[src/rtl/id_ex_stage.sv]
// ID/EX pipeline register with EX/MEM and MEM/WB operand forwarding.
// Captures decoded operands and control from ID. Inserts a bubble on flush
// or on a load-use hazard. Resolves ALU operands combinationally from the
// registered source addresses.
module id_ex_stage #(
  parameter int DATA_W = 32,
  parameter int REG_AW = 5,
  parameter int CTRL_W = 4
) (
  input  logic              clk,
  input  logic              rst_n,
  input  logic              stall,
  input  logic              flush,
  input  logic              id_valid,
  input  logic [DATA_W-1:0] id_rs_data,
  input  logic [DATA_W-1:0] id_rt_data,
  input  logic [DATA_W-1:0] id_imm,
  input  logic [REG_AW-1:0] id_rs,
  input  logic [REG_AW-1:0] id_rt,
  input  logic [REG_AW-1:0] id_rd,
  input  logic [CTRL_W-1:0] id_alu_ctrl,
  input  logic              id_alu_src,
  input  logic              id_reg_dst,
  input  logic              id_branch_eq,
  input  logic              id_branch_neq,
  input  logic              id_reg_write,
  input  logic              id_mem_read,
  input  logic              id_mem_write,
  input  logic              id_mem_to_reg,
  input  logic              exmem_reg_write,
  input  logic [REG_AW-1:0] exmem_rd,
  input  logic [DATA_W-1:0] exmem_result,
  input  logic              memwb_reg_write,
  input  logic [REG_AW-1:0] memwb_rd,
  input  logic [DATA_W-1:0] memwb_result,
  output logic [DATA_W-1:0] r1,
  output logic [DATA_W-1:0] r2,
  output logic [CTRL_W-1:0] controle,
  output logic              branch_eq,
  output logic              branch_neq,
  output logic              ex_valid,
  output logic [DATA_W-1:0] ex_store_data,
  output logic [REG_AW-1:0] ex_dest,
  output logic              ex_reg_write,
  output logic              ex_mem_read,
  output logic              ex_mem_write,
  output logic              ex_mem_to_reg,
  output logic              load_use_stall
);

  // All-zero value of this struct is the bubble (and the reset state).
  typedef struct packed {
    logic              valid;
    logic [DATA_W-1:0] rs_data;
    logic [DATA_W-1:0] rt_data;
    logic [DATA_W-1:0] imm;
    logic [REG_AW-1:0] rs;
    logic [REG_AW-1:0] rt;
    logic [REG_AW-1:0] dest;
    logic [CTRL_W-1:0] alu_ctrl;
    logic              alu_src;
    logic              branch_eq;
    logic              branch_neq;
    logic              reg_write;
    logic              mem_read;
    logic              mem_write;
    logic              mem_to_reg;
  } stage_t;

  stage_t stage_reg;
  stage_t stage_next;
  stage_t id_entry;

  // Pack the ID fields. Control bits are masked when ID holds no instruction.
  always_comb begin
    id_entry            = '0;
    id_entry.valid      = id_valid;
    id_entry.rs_data    = id_rs_data;
    id_entry.rt_data    = id_rt_data;
    id_entry.imm        = id_imm;
    id_entry.rs         = id_rs;
    id_entry.rt         = id_rt;
    id_entry.dest       = id_reg_dst ? id_rd : id_rt;
    id_entry.alu_ctrl   = id_alu_ctrl;
    id_entry.alu_src    = id_alu_src;
    id_entry.branch_eq  = id_valid & id_branch_eq;
    id_entry.branch_neq = id_valid & id_branch_neq;
    id_entry.reg_write  = id_valid & id_reg_write;
    id_entry.mem_read   = id_valid & id_mem_read;
    id_entry.mem_write  = id_valid & id_mem_write;
    id_entry.mem_to_reg = id_valid & id_mem_to_reg;
  end

  // A load in EX whose destination is read by the instruction in ID.
  assign load_use_stall = stage_reg.valid & stage_reg.mem_read &
                          (stage_reg.dest != '0) & id_valid &
                          ((stage_reg.dest == id_rs) | (stage_reg.dest == id_rt));

  // Next-state selection: flush beats stall, and stall beats the hazard bubble.
  always_comb begin
    stage_next = stage_reg;
    if (flush) begin
      stage_next = '0;
    end else if (stall) begin
      stage_next = stage_reg;
    end else if (load_use_stall) begin
      stage_next = '0;
    end else begin
      stage_next = id_entry;
    end
  end

  // Stage register with synchronous active-low reset.
  always_ff @(posedge clk) begin
    if (!rst_n) begin
      stage_reg <= '0;
    end else begin
      stage_reg <= stage_next;
    end
  end

  // Operand forwarding. Index 0 resolves rs (operand A), index 1 resolves rt.
  // EX/MEM is checked first because it holds the newest value. Register 0
  // is never forwarded, whatever the source claims.
  logic [REG_AW-1:0] src_addr [2];
  logic [DATA_W-1:0] src_data [2];
  logic [DATA_W-1:0] fwd_data [2];

  assign src_addr[0] = stage_reg.rs;
  assign src_addr[1] = stage_reg.rt;
  assign src_data[0] = stage_reg.rs_data;
  assign src_data[1] = stage_reg.rt_data;

  genvar gi;
  generate
    for (gi = 0; gi < 2; gi++) begin : g_fwd
      logic hit_exmem;
      logic hit_memwb;
      assign hit_exmem = exmem_reg_write & (exmem_rd != '0) & (exmem_rd == src_addr[gi]);
      assign hit_memwb = memwb_reg_write & (memwb_rd != '0) & (memwb_rd == src_addr[gi]);
      assign fwd_data[gi] = hit_exmem ? exmem_result :
                            hit_memwb ? memwb_result : src_data[gi];
    end
  endgenerate

  assign r1            = fwd_data[0];
  assign r2            = stage_reg.alu_src ? stage_reg.imm : fwd_data[1];
  assign ex_store_data = fwd_data[1];
  assign controle      = stage_reg.alu_ctrl;
  assign branch_eq     = stage_reg.branch_eq;
  assign branch_neq    = stage_reg.branch_neq;
  assign ex_valid      = stage_reg.valid;
  assign ex_dest       = stage_reg.dest;
  assign ex_reg_write  = stage_reg.reg_write;
  assign ex_mem_read   = stage_reg.mem_read;
  assign ex_mem_write  = stage_reg.mem_write;
  assign ex_mem_to_reg = stage_reg.mem_to_reg;

endmodule

[config.mk]
export PLATFORM = sky130hd
export DESIGN_NAME = id_ex_stage
export DESIGN_NICKNAME = d
export VERILOG_FILES = /design/src/rtl/id_ex_stage.sv
export SDC_FILE = /design/constraint.sdc
export NUM_CORES = 1
export LEC_CHECK = 0
export CELL_PAD_IN_SITES_DETAIL_PLACEMENT = 1
export CELL_PAD_IN_SITES_GLOBAL_PLACEMENT = 2
export CORE_MARGIN = 5
export CORE_UTILIZATION = 23
export DETAILED_ROUTE_END_ITERATION = 7
export PLACE_DENSITY_LB_ADDON = 0.15
export REMOVE_ABC_BUFFERS = 1
export SLEW_MARGIN = 20
export SYNTH_ARGS = -nofsm -noshare
export SYNTH_HDL_FRONTEND = slang
export SYNTH_SLANG_ARGS = --single-unit
[constraint.sdc]
create_clock -name clk -period 2.63 [get_ports clk]
set_input_delay 0.263 -clock clk [delete_from_list [all_inputs] [get_ports clk]]
set_output_delay 0.263 -clock clk [all_outputs]
set_load 0.05 [all_outputs]
=== Word-level counts from Yosys, hierarchy flattened ===
Index checks and enable logic that the tools add are counted.

* Bits in registers: 123
* Bits of input ports: 204
* Output and inout port bits: 113
* Word-level logic and storage cells: 50

* Equality and inequality tests: 6
* Muxes and demuxes: 7
* Bitwise logic cells: 18
* Reductions and logical operators: 4

{| class="wikitable"
|+ Operators with widths
! operator !! count
|-
| two-way mux 32 bit || 5
|-
| two-way mux 123 bit || 1
|-
| equality test 5 bit || 6
|-
| bitwise AND 1 bit || 16
|-
| nonzero test 5 bit || 3
|-
| two-way mux 5 bit || 1
|-
| OR reduction 2 bit || 1
|-
| inverter 1 bit || 1
|-
| bitwise OR 1 bit || 1
|}

=== Logic depth before layout (Yosys ltp) ===
* Depth in word-level cells: 6
* Depth in mapped cells: 7

=== Least setup slack after synthesis ===
No wires, ideal clock.

* Path type: reg2out
* Start: register stage_reg, in the netlist src_addr[2]
* End: output port r2[1]
* Data arrival time: 2803 ps
* Required time: 2367 ps
* Slack: -436 ps
* Stages on the path, launching flop included: 8
* Path buffers: 2
* Cell sequence: dfxtp_1 xor2_1 or4b_1 buf_2 buf_6 nor4b_2 a211oi_2 o31ai_1

* Cells in the longest elaborated chain, start to end: 5
* Elaborated cells between the ends (all ways): 7
* Those cells by class: 2 x eq/ne; 3 x mux; 2 x bitwise

{| class="wikitable"
|+ RTL lines
! item !! RTL line !! RTL
|-
| start: declaration || 70 || <nowiki>stage_t stage_reg;</nowiki>
|-
| start signal: assignment || 118 || <nowiki>stage_reg <= stage_next;</nowiki>
|-
| equality test 5 bit || 140 || <nowiki>assign hit_memwb = memwb_reg_write & (memwb_rd != '0) & (memwb_rd == src_addr[gi]);</nowiki>
|-
| bitwise AND 1 bit || 140 ||
|-
| two-way mux 32 bit || 142 || <nowiki>hit_memwb ? memwb_result : src_data[gi];</nowiki>
|-
| two-way mux 32 bit * || 141 || <nowiki>assign fwd_data[gi] = hit_exmem ? exmem_result :</nowiki>
|-
| two-way mux 32 bit * || 147 || <nowiki>assign r2 = stage_reg.alu_src ? stage_reg.imm : fwd_data[1];</nowiki>
|-
| end: declaration || 37 || <nowiki>output logic [DATA_W-1:0] r2,</nowiki>
|}

Mark *: on every way between the ends. The rest lies on a longest branch, timed or not.

=== Final worst setup path ===
* Start: register stage_reg, in the netlist src_addr[2]
* End: output port r2[23]

Same word-level chain as after synthesis.

==> impl_results.md <==
- Status: complete, but fails checks
- Failing checks: setup timing
- Layout Nets: 1302
- Total CTS buffers: 17
- Critical Path RT: between 2000 and 2500 ps
- CTS tree: built
- Io pins: between 300 and 400
- Synth top cells by count: dfxtp_1 (123), a22o_1 (117), clkbuf_1 (48)
- Max FFs per register: 64
- Psw: about 1.9 mW
- Hold Crit Depth: 2
- Wire per inst: 23.3 um
- Clk_lat worst skew: around 430 ps
- Clock transition at path regs: 70 ps
- Final slew viol count: 0
- Worst hold slack: approximately 420 ps
- CTS Sinks: 123
- Setup violators final: slightly above 80
- Core area: 0.0287 mm2
- Via density: a little over 5
- Crit. End Element: output pin
- Mean Syn Cell Area: approximately 9.3 um2
- Largest net degree at the start of global routing: 66
- Pleak: roughly 5 nW
- Final WL: roughly 35000 um
- Vias in the first global route: 8175
- Worst slew margin: 0.348
- Die Area: ~0.033 mm2
- Post-synthesis register bit count: between 100 and 150
- Worst setup margin: -305 ps
- Total GRT Usage: 0.196
- RSZ-0062 raised after global routing: yes
- Worst r2r src: ex_dest[4]
- DR DRC count: 0
- Slew at the pin with the worst max-slew slack: 978 ps
- Top-count cell post-synth: dfxtp_1
- Area Growth Syn to Fin: 106%
- Antenna-violating nets left: 0
- Global-route wire length before repair: between 50000 and 60000 um
- Top post-synthesis cells by area: dfxtp_1 (37%), a22o_1 (15%), mux2_2 (5.7%)
- Sequential power share: 0.318
- Top-area cell type share of the netlist area: 0.368
- Worst path arrival time: 2670 ps
- DRT iter0 DRCs: about 350
- Gate Count Post-Synth: 719
- Crit path kind: register to output pin
- Reg-to-reg endpoint: src_data[46]
- Rows: between 60 and 70
- Post-route setup TNS: -12910 ps
- Hold path start: id_alu_ctrl[2]
- Primary FF master, synth: dfxtp_1
- P_int: 4.32 mW
- Highest clock rate: 341 MHz
- Period utilisation layout: 1.12
- Synth Cell Area: about 0.0067 mm2
- H-tree Lvls: 4
- GP Congestion: approximately 0.73
- Die W: 180 um
- Hold endpoint: controle[2]
- R2R setup slack: around 630 ps
- Final core utilization: 0.480
- Crit path max fanout: 10
- Final Hold Fails: 0
- Area leader, netlist: dfxtp_1
- Synth async-reset ratio: 0
- Pre-CTS setup slack: -519 ps
- Critical Path Source Type: register
- Synth cell types: 36
- DP HPWL: ~23000 um
- Sequential area share after synthesis: 0.368
- Total congestion overflow: 0
- EDFF count, synth: 0
- Sw Ratio: 0.310
- Chip height: between 150 and 200 um
- Tot Pwr: 6.25 mW
- Reg2Reg Depth: 6
- Min Tclk post-route: about 2900 ps
- Hold Crit Class: primary input to register
- Layout cell share with drive strength beyond 1: 0.436
- Clk pwr share: 0.408
- Port bufs: 316
- Router iterations before antenna repair: 5
- Power Density: between 400 and 500 mW/mm2
- Clock root buffer: clkbuf_16
- Total vias in the final route: about 7500
- Post-CTS Hold Buffers: 0
- Skew final: around 15 ps
- Longest Clk Path Bufs: 2
- Initial Util: 0.233
- Initial antenna violation count: 5
- Maximum VDD drop: 0.000328 V
- MaxCap Viol Count: 0
- Comb pwr share: 0.275
- Synth Warn #: 0
==> metrics by stage <==
step,instance area [um2],instances
after global routing,13800,1496
after floorplan,6250,629
after detailed placement,11200,1428
after global placement,11200,1428
final,13800,1497
after CTS,12500,1472
==> cell type report <==
type	count	area (um2)
diodes	2	5.00
clock buffers	19	453
repair buffers	449	5050
flip-flops and latches	123	2480
fillers	2986	14900
inverters	1	3.75
well taps	384	480
multi-input cells	506	5120
clock inverters	13	168
==> power by group through the flow <==
stage / clock, mW / combinational, mW / sequential, mW
floorplan: 0 / 0.620 / 2.03
CTS: 2.61 / 1.59 / 1.98
detailed placement: 0 / 1.50 / 2.02
finish: 2.55 / 1.72 / 1.99
global route: 2.69 / 1.80 / 1.99
global placement: 0 / 1.49 / 2.02
==> worst max path at each step <==
| stage | depth (start not counted) | from | end | slack, ps |
|---|---|---|---|---|
| after floorplan | 3 | rst_n | ex_dest[0] | -5040 |
| after global routing | 8 | src_addr[2] | r2[1] | -410 |
| after CTS | 8 | src_addr[0] | r2[1] | -350 |
| final | 8 | src_addr[2] | r2[23] | -310 |
| after global placement | 9 | memwb_rd[4] | r2[23] | -450 |
| after detailed placement | 9 | memwb_rd[4] | r2[1] | -520 |
==> timing repair <==
action	CTS	global route
pin swaps	27	40
cloned	3	11
resized for setup	118	188
endpoints found under the setup margin	96	96
setup buffers	9	15
==> layout by cell type (no fill, tap or decap), types with 4 or more instances in the layout <==
cell type | synthesis | final
a32o_1 | 6 | 6
mux2i_4 | 0 | 21
xnor2_1 | 21 | 15
xnor2_2 | 0 | 6
nor2_4 | 0 | 12
o31ai_2 | 27 | 5
clkbuf_16 | 0 | 23
dlymetal6s2s_1 | 0 | 4
nor4_1 | 29 | 29
buf_4 | 10 | 100
a31oi_1 | 29 | 4
mux2_2 | 34 | 33
dfxtp_1 | 123 | 115
a21oi_2 | 0 | 15
clkinvlp_4 | 0 | 5
buf_12 | 0 | 62
o31ai_4 | 0 | 25
nor2_1 | 42 | 14
dlygate4sd2_1 | 0 | 4
nand2_1 | 35 | 35
mux2i_2 | 0 | 10
nor2_2 | 0 | 16
clkdlybuf4s50_1 | 0 | 210
dfxtp_2 | 0 | 5
a31oi_4 | 0 | 4
nand3_1 | 33 | 32
a21oi_4 | 0 | 17
a31oi_2 | 0 | 21
buf_6 | 3 | 60
xor2_1 | 9 | 5
a22o_1 | 117 | 117
nor3_1 | 31 | 28
==> kinds of logic (layout without fill, tap and decap cells) <==
logic type | count (synthesis) | in the layout | share of synthesized area
DFF | 123 | 123 | 0.368
xor gates and xnor gates | 30 | 30 | 0.0393
other | 0 | 2 | 0
and+or+nand+nor | 185 | 186 | 0.140
buffers and inverters | 91 | 482 | 0.0648
muxes | 66 | 66 | 0.105
AOI/OAI and AO/OA | 224 | 224 | 0.282
==> critical path, cell delays in order, from the launching register on <==
cell	delay, ps
dfxtp_2	330
xor2_1	170
or4b_4	550
buf_12	180
or3_4	380
a211oi_4	230
o31ai_1	110
buf_4	150
buf_12	140
==> layer usage <==
layer,vias up,global-route usage,share of wire,wire length (um)
met1,3729,0.256,0.46,15900
li1,3520,-,-,-
met3,23,0.0620,0.063,2190
met2,254,0.322,0.47,16600
met5,-,0,0.00072,25
met4,4,0.0327,0.0076,264
Note: power is estimated with default switching activity, not from simulation.
